File: config.mk
export PLATFORM = sky130hd
export DESIGN_NAME = adc_reader
export DESIGN_NICKNAME = d
export VERILOG_FILES = /design/src/rtl/ising_config.sv /design/src/rtl/config_reg.sv /design/src/rtl/input_aligner.sv /design/src/rtl/adc_reader.sv
export SDC_FILE = /design/constraint.sdc
export NUM_CORES = 2
export LEC_CHECK = 0
export ABC_AREA = 0
export ABC_CLOCK_PERIOD_IN_PS = 7350
export CAP_MARGIN = 20
export CORE_MARGIN = 1.5
export CORE_UTILIZATION = 50
export CTS_CLUSTER_SIZE = 16
export DETAILED_ROUTE_END_ITERATION = 10
export PLACE_DENSITY_LB_ADDON = 0.3
export SYNTH_ARGS = -nofsm -noshare
export SYNTH_HDL_FRONTEND = slang
export SYNTH_HIERARCHICAL = 1
export SYNTH_SLANG_ARGS = --single-unit
File: constraint.sdc
create_clock -name clk -period 7.35 [get_ports clk]
set_input_delay 1.8375 -clock clk [delete_from_list [all_inputs] [get_ports clk]]
set_output_delay 1.8375 -clock clk [all_outputs]
set_load 0.01 [all_outputs]
File: src/rtl/ising_config.sv
// Shared constants and types for the Ising machine front-end blocks.
package ising_config;

  localparam int unsigned ADC_SAMPLE_W    = 16;
  localparam int unsigned ADC_NUM_SAMPLES = 16;
  localparam int unsigned ADC_WORD_W      = ADC_SAMPLE_W * ADC_NUM_SAMPLES;
  localparam int unsigned ADC_SUM_W       = 20;
  localparam int unsigned ADC_ACC_W       = 29;
  localparam int unsigned ADC_RES_W       = 32;
  localparam int unsigned GPIO_W          = 32;
  localparam int unsigned GPIO_ADDR_W     = 16;
  localparam int unsigned GPIO_DATA_W     = 8;

  localparam logic [15:0] ADC_SHIFT_OFS  = 16'd0;
  localparam logic [15:0] ADC_DLY_LO_OFS = 16'd1;
  localparam logic [15:0] ADC_DLY_HI_OFS = 16'd2;
  localparam logic [15:0] ADC_NWORDS_OFS = 16'd3;

  typedef enum logic [1:0] {
    IDLE  = 2'd0,
    DELAY = 2'd1,
    ACCUM = 2'd2,
    DONE  = 2'd3
  } adc_rd_state_t;

  // Field layout of the shared configuration bus.
  typedef struct packed {
    logic [6:0]             rsvd;
    logic                   wclk;
    logic [GPIO_DATA_W-1:0] data;
    logic [GPIO_ADDR_W-1:0] addr;
  } gpio_bus_t;

endpackage

File: src/rtl/config_reg.sv
// Byte-addressed configuration register; byte k lives at ADDR+k.
module config_reg #(
  parameter logic [15:0] ADDR   = 16'h0000,
  parameter int unsigned NBYTES = 1
) (
  input  logic                clk,
  input  logic                rst,
  input  logic                i_wr_stb,
  input  logic [15:0]         i_addr,
  input  logic [7:0]          i_data,
  output logic [8*NBYTES-1:0] o_value
);

  localparam int unsigned W = 8 * NBYTES;

  logic [W-1:0] r_value;

  always_ff @(posedge clk or negedge rst) begin
    if (!rst) begin
      r_value <= '0;
    end else if (i_wr_stb) begin
      for (int k = 0; k < int'(NBYTES); k++) begin
        if (i_addr == 16'(ADDR + 16'(k))) begin
          r_value[8*k +: 8] <= i_data;
        end
      end
    end
  end

  assign o_value = r_value;

endmodule

File: src/rtl/input_aligner.sv
// Two-stage ADC pipeline: sample realignment across word boundary, then word sum.
module input_aligner
  import ising_config::*;
(
  input  logic                        clk,
  input  logic                        rst,
  input  logic [ADC_WORD_W-1:0]       i_adc,
  input  logic [3:0]                  i_shift,
  output logic signed [ADC_SUM_W-1:0] o_word_sum
);

  logic [ADC_WORD_W-1:0]       r_prev;
  logic [ADC_WORD_W-1:0]       r_aligned;
  logic signed [ADC_SUM_W-1:0] r_word_sum;
  logic [2*ADC_WORD_W-1:0]     w_cat;
  logic [ADC_WORD_W-1:0]       w_aligned;
  logic [8:0]                  w_bit_ofs;
  logic signed [ADC_SUM_W-1:0] w_sum;

  // Older word sits in the low half, so shift 0 selects prev untouched.
  assign w_cat     = {i_adc, r_prev};
  assign w_bit_ofs = 9'(i_shift) * 9'(ADC_SAMPLE_W);
  assign w_aligned = w_cat[w_bit_ofs +: ADC_WORD_W];

  always_comb begin
    w_sum = '0;
    for (int i = 0; i < int'(ADC_NUM_SAMPLES); i++) begin
      w_sum = w_sum + ADC_SUM_W'($signed(r_aligned[i*ADC_SAMPLE_W +: ADC_SAMPLE_W]));
    end
  end

  always_ff @(posedge clk or negedge rst) begin
    if (!rst) begin
      r_prev     <= '0;
      r_aligned  <= '0;
      r_word_sum <= '0;
    end else begin
      r_prev     <= i_adc;
      r_aligned  <= w_aligned;
      r_word_sum <= w_sum;
    end
  end

  assign o_word_sum = r_word_sum;

endmodule

File: src/rtl/adc_reader.sv
// ADC measurement block: triggered delay, then signed sum of aligned ADC words.
module adc_reader
  import ising_config::*;
#(
  parameter logic [15:0] base_addr = 16'h0000
) (
  input  logic                  clk,
  input  logic                  rst,
  input  logic [GPIO_W-1:0]     gpio_in,
  input  logic [ADC_WORD_W-1:0] adc_in,
  input  logic                  fsm_trig_in,
  output logic                  busy_out,
  output logic [ADC_RES_W-1:0]  result_out,
  output logic                  result_valid_out
);

  localparam int unsigned DLY_BYTES = int'(ADC_DLY_HI_OFS - ADC_DLY_LO_OFS) + 1;
  localparam int unsigned WCNT_W    = 9;

  gpio_bus_t                   w_gpio;
  logic [2:0]                  r_wclk_sync;
  logic                        w_wr_stb;
  logic [7:0]                  w_shift_cfg;
  logic [8*DLY_BYTES-1:0]      w_dly_cfg;
  logic [7:0]                  w_nwords_cfg;
  logic                        w_unused;

  adc_rd_state_t               r_state;
  adc_rd_state_t               w_state_nxt;
  logic [3:0]                  r_shift_sh;
  logic [7:0]                  r_nwords_sh;
  logic [15:0]                 r_dly_cnt;
  logic [WCNT_W-1:0]           r_wcnt;
  logic [WCNT_W-1:0]           w_nlast;
  logic signed [ADC_ACC_W-1:0] r_acc;
  logic signed [ADC_SUM_W-1:0] w_word_sum;
  logic [ADC_RES_W-1:0]        r_result;
  logic                        r_valid;
  logic                        r_busy;
  logic                        w_load;
  logic                        w_acc_clr;
  logic                        w_acc_en;
  logic                        w_done;

  assign w_gpio   = gpio_bus_t'(gpio_in);
  assign w_unused = &{1'b0, w_gpio.rsvd, w_shift_cfg[7:4]};

  // Write clock is asynchronous to clk: two sync flops plus one for edge detect.
  always_ff @(posedge clk or negedge rst) begin
    if (!rst) begin
      r_wclk_sync <= '0;
    end else begin
      r_wclk_sync <= {r_wclk_sync[1:0], w_gpio.wclk};
    end
  end

  assign w_wr_stb = r_wclk_sync[1] & ~r_wclk_sync[2];

  config_reg #(.ADDR(16'(base_addr + ADC_SHIFT_OFS)), .NBYTES(1)) u_cfg_shift (
    .clk      (clk),
    .rst      (rst),
    .i_wr_stb (w_wr_stb),
    .i_addr   (w_gpio.addr),
    .i_data   (w_gpio.data),
    .o_value  (w_shift_cfg)
  );

  config_reg #(.ADDR(16'(base_addr + ADC_DLY_LO_OFS)), .NBYTES(DLY_BYTES)) u_cfg_delay (
    .clk      (clk),
    .rst      (rst),
    .i_wr_stb (w_wr_stb),
    .i_addr   (w_gpio.addr),
    .i_data   (w_gpio.data),
    .o_value  (w_dly_cfg)
  );

  config_reg #(.ADDR(16'(base_addr + ADC_NWORDS_OFS)), .NBYTES(1)) u_cfg_nwords (
    .clk      (clk),
    .rst      (rst),
    .i_wr_stb (w_wr_stb),
    .i_addr   (w_gpio.addr),
    .i_data   (w_gpio.data),
    .o_value  (w_nwords_cfg)
  );

  input_aligner u_align (
    .clk        (clk),
    .rst        (rst),
    .i_adc      (adc_in),
    .i_shift    (r_shift_sh),
    .o_word_sum (w_word_sum)
  );

  // ACCUM spans N+2 cycles; the first two cover the aligner pipeline fill.
  assign w_nlast = (r_nwords_sh == 8'd0) ? WCNT_W'(257) : WCNT_W'(r_nwords_sh) + WCNT_W'(1);

  always_ff @(posedge clk or negedge rst) begin
    if (!rst) begin
      r_state <= IDLE;
    end else begin
      r_state <= w_state_nxt;
    end
  end

  always_comb begin
    w_state_nxt = r_state;
    w_load      = 1'b0;
    w_acc_clr   = 1'b0;
    w_acc_en    = 1'b0;
    w_done      = 1'b0;
    case (r_state)
      IDLE: begin
        if (fsm_trig_in) begin
          w_load = 1'b1;
          if (w_dly_cfg == 16'd0) begin
            w_state_nxt = ACCUM;
            w_acc_clr   = 1'b1;
          end else begin
            w_state_nxt = DELAY;
          end
        end
      end
      DELAY: begin
        if (r_dly_cnt == 16'd1) begin
          w_state_nxt = ACCUM;
          w_acc_clr   = 1'b1;
        end
      end
      ACCUM: begin
        w_acc_en = (r_wcnt >= WCNT_W'(2));
        if (r_wcnt == w_nlast) begin
          w_state_nxt = DONE;
        end
      end
      DONE: begin
        w_done      = 1'b1;
        w_state_nxt = IDLE;
      end
      default: w_state_nxt = IDLE;
    endcase
  end

  always_ff @(posedge clk or negedge rst) begin
    if (!rst) begin
      r_shift_sh  <= '0;
      r_nwords_sh <= '0;
      r_dly_cnt   <= '0;
      r_wcnt      <= '0;
      r_acc       <= '0;
      r_result    <= '0;
      r_valid     <= 1'b0;
      r_busy      <= 1'b0;
    end else begin
      r_valid <= w_done;
      if (w_load) begin
        r_shift_sh  <= w_shift_cfg[3:0];
        r_nwords_sh <= w_nwords_cfg;
        r_dly_cnt   <= w_dly_cfg;
        r_busy      <= 1'b1;
      end else if (w_done) begin
        r_busy <= 1'b0;
      end
      if (r_state == DELAY) begin
        r_dly_cnt <= r_dly_cnt - 16'd1;
      end
      if (w_acc_clr) begin
        r_wcnt <= '0;
        r_acc  <= '0;
      end else if (r_state == ACCUM) begin
        r_wcnt <= r_wcnt + WCNT_W'(1);
        if (w_acc_en) begin
          r_acc <= r_acc + ADC_ACC_W'(w_word_sum);
        end
      end
      if (w_done) begin
        r_result <= ADC_RES_W'(r_acc);
      end
    end
  end

  assign busy_out         = r_busy;
  assign result_out       = r_result;
  assign result_valid_out = r_valid;

endmodule

==> out/metrics.csv <==
stage,metric,value,unit
status,run_status,"complete, no violations",
clock_tree,postCtsResizedCells,0,
sta,final.setup.tns,0,ns
route,post-route-drc-count,0,
route,routed-via-count,30135,
clock_tree,cts_num_sinks,662,
clock_tree,clock_tree.root_cell,sky130_fd_sc_hd__clkbuf_16,
route,drt_first_pass_iters,5,
place,place_worst_setup_slack,1.303,ns
power,power_density,375.4,nW/um^2
flow_run,max_capacitance_violation_total,0,
setup_path,cell_type_group_with_the_largest_total_delay_on_the_critical_path,adder cells,
clock_tree,cts.htree.levels,3,
sta,final_layout_worst_hold_slack,0.3510,ns
sta,final_max_slew_viol_count,0,
sta,actual_transition_at_the_worst_max_transition_pin,1.064,ns
setup_path,cpMostUsedCell,sky130_fd_sc_hd__fa_1,
floorplanning,die_width,300.7,um
grt,grt_start_max_net_pins,199,
grt,first_global_vias,30654,
route,viasPerCell,5.569,
logic_synthesis,synth_area_per_cell,11.06,um^2
floorplanning,dieArea,90440,um^2
grt,grt_first_pass_wirelength,172600,um
route,routed_wire_length_per_instance,19.95,um
floorplanning,boundaryPins,325,
place,postPlaceCellArea,48030,um^2
setup_path,timing.critical_path.fanout_max,4,
logic_synthesis,synthesis.area,44320,um^2
setup_path,cpMaxStageDelayCell,sky130_fd_sc_hd__a211oi_1,
floorplanning,placement_rows,109,
clock_tree,tritoncts,done,
grt,grt_remaining_overflow,0,
final_layout,stdcell_count,5411,
sta,postLayoutSetupSlackWorst,1.338,ns
final_layout,final.fill_count,7491,
route,drt_wl_total,107900,um
place,post-dp-hpwl,80900,um
final_layout,finalNetCount,4768,
logic_synthesis,synthesis.nets,4595,
setup_path,critPathCaptureType,register,
sta,fmax,166.3,MHz
logic_synthesis,count_of_synthesis_stage_warnings_from_yosys,6,
clock_tree,ctsLongestPathBuffers,3,
setup_path,regToRegSetupSlack,1.34,ns
floorplanning,dieHeight,300.7,um
worst_hold_path,hold_class,register to register,
power,worst_vdd_drop,958.3,uV
sta,fin_crit,6.012,ns
floorplanning,coreArea,88100,um^2
grt,groute.usage.overall,24.28,%
route,initialDrtViolationCount,2093,
clock_tree,cts.hold.buffers_added,0,
setup_path,cp.arrival,6.55,ns
grt,number_of_antenna_violations_at_the_first_check_in_global_routing,25,
setup_path,sequence_of_cells_on_the_critical_path,fa_1 > inv_1 > fa_1 > inv_1 > fa_1 > inv_1 > fa_1 > fa_1 > fa_1 > inv_1 > ha_1 > fa_1 > a211oi_1 > nor3_1 > o211ai_1 > o21ai_1 > a31oi_1 > xnor2_1,
place,gp_congestion,0.8899,
place,portBuffers,317,
logic_synthesis,count_of_mapped_cells_out_of_synthesis,4008,
final_layout,post_route_cell_area,50730,um^2
setup_path,worst-setup-path-type,register to register,
sta,period_share,81.79,%
final_layout,syn2layout_area_growth,14.46,%
setup_path,timing.critical_path.buf_inv,4,
power,static-leakage-power,21.31,nW
final_layout,drive_above_1_share,11.93,%
sta,worst_slew_margin_rel,29.10,%
clock_tree,clock_transition_at_the_register_clock_pins_on_the_worst_setup_and_hold_paths_after_cts,0.06,ns
clock_tree,cts_buffers,78,
setup_path,cp_slowest_stage_delay,0.58,ns
setup_path,critical_path_required,7.88,ns
sta,hold_violations,0,
sta,report.final.setup_viol,0,
clock_tree,clock_latency_at_the_later_pin_of_the_worst_skew_pair,0.64,ns
place,post-place-cells,5265,
floorplanning,initial_utilization,50.31,%
sta,unrepaired_setup_endpoints_after_global_routing,false,
route,route.antenna.remaining_nets,0,
setup_path,setup.worst_path.start_class,register,
sta,worst_clock_skew,0.03203,ns
clock_tree,post-cts-setup-buffers,0,
## metal layers
metal | wire length (um) | track usage [%]
met1 | 48730 | 34.26
met2 | 50030 | 38.24
met3 | 6304 | 5.245
met4 | 2589 | 6.198
met5 | 274 | 0
## area by class of cell
| class | instances | area (um^2) | area share [%] |
|---|---|---|---|
| antenna | 6 | 15.01 | 0.02960 |
| clock buffer | 102 | 2225 | 4.385 |
| clock inverter | 37 | 432.9 | 0.8534 |
| inverter | 364 | 1374 | 2.708 |
| multi-input combinational | 2733 | 25090 | 49.45 |
| sequential | 662 | 16580 | 32.68 |
| tap | 1165 | 1458 | 2.873 |
| timing repair buffer | 342 | 3561 | 7.019 |
## report_power, final
group | internal [mW] | switching (mW)
clock network | 2.39 | 1.59
registers | 4.04 | 0.119
logic | 4.31 | 6.60
## worst register-to-register path: stages (launching register included)
cell	delay, ns
sky130_fd_sc_hd__dfrtp_1	0.38
sky130_fd_sc_hd__fa_1	0.53
sky130_fd_sc_hd__inv_1	0.05
sky130_fd_sc_hd__fa_1	0.52
sky130_fd_sc_hd__inv_1	0.06
sky130_fd_sc_hd__fa_1	0.49
sky130_fd_sc_hd__inv_1	0.06
sky130_fd_sc_hd__fa_1	0.54
sky130_fd_sc_hd__fa_1	0.42
sky130_fd_sc_hd__fa_1	0.49
sky130_fd_sc_hd__inv_1	0.05
sky130_fd_sc_hd__ha_1	0.21
sky130_fd_sc_hd__fa_1	0.49
sky130_fd_sc_hd__a211oi_1	0.58
sky130_fd_sc_hd__nor3_1	0.19
sky130_fd_sc_hd__o211ai_1	0.36
sky130_fd_sc_hd__o21ai_1	0.15
sky130_fd_sc_hd__a31oi_1	0.21
sky130_fd_sc_hd__xnor2_1	0.14
## path summary, 6_finish.rpt
kind,start,to,cells past startpoint
max,u_align/r_aligned[194],u_align/o_word_sum[18],18
min,r_wclk_sync[0],r_wclk_sync[1],0
max reg2reg,u_align/r_aligned[194],u_align/o_word_sum[18],18
min reg2reg,r_wclk_sync[0],r_wclk_sync[1],0
max in group asynchronous,rst,r_shift_sh[3],2
min in group asynchronous,rst,r_dly_cnt[2],1
## stage by stage
| stage | total power [mW] | utilization, % |
|---|---|---|
| 6_report | 19.04 | 57.58 |
| 5_1_grt | 20.47 | 57.58 |
| 4_1_cts | 19.00 | 57.53 |
| 3_5_place_dp | 14.91 | 54.52 |
| 3_3_place_gp | 14.62 | 54.52 |
| 2_1_floorplan | 11.60 | - |
## flip-flops by register name, summed over array words and instances, names as in the netlist, 2 cells and up
name,flops
r_acc,29
r_dly_cnt,16
u_align/r_aligned,256
u_align/o_word_sum,20
u_align/r_prev,256
u_cfg_delay/o_value,16
r_wclk_sync,3
r_shift_sh,4
r_wcnt,9
r_state,2
u_cfg_shift/o_value,4
r_nwords_sh,8
result_out,29
u_cfg_nwords/o_value,8
## layout by cell type (no fill, tap or decap), types with 160 or more instances in the layout
cell                              instances
sky130_fd_sc_hd__fa_1                   233
sky130_fd_sc_hd__mux4_2                 160
sky130_fd_sc_hd__clkdlybuf4s50_1        316
sky130_fd_sc_hd__inv_1                  363
sky130_fd_sc_hd__dfrtp_1                658
sky130_fd_sc_hd__a21oi_1                194
sky130_fd_sc_hd__nor2_1                 208
sky130_fd_sc_hd__mux2_2                 165
sky130_fd_sc_hd__nand2_1                432
sky130_fd_sc_hd__o21ai_0                160
sky130_fd_sc_hd__mux2i_1                718
Note: power is estimated with default switching activity, not from simulation.
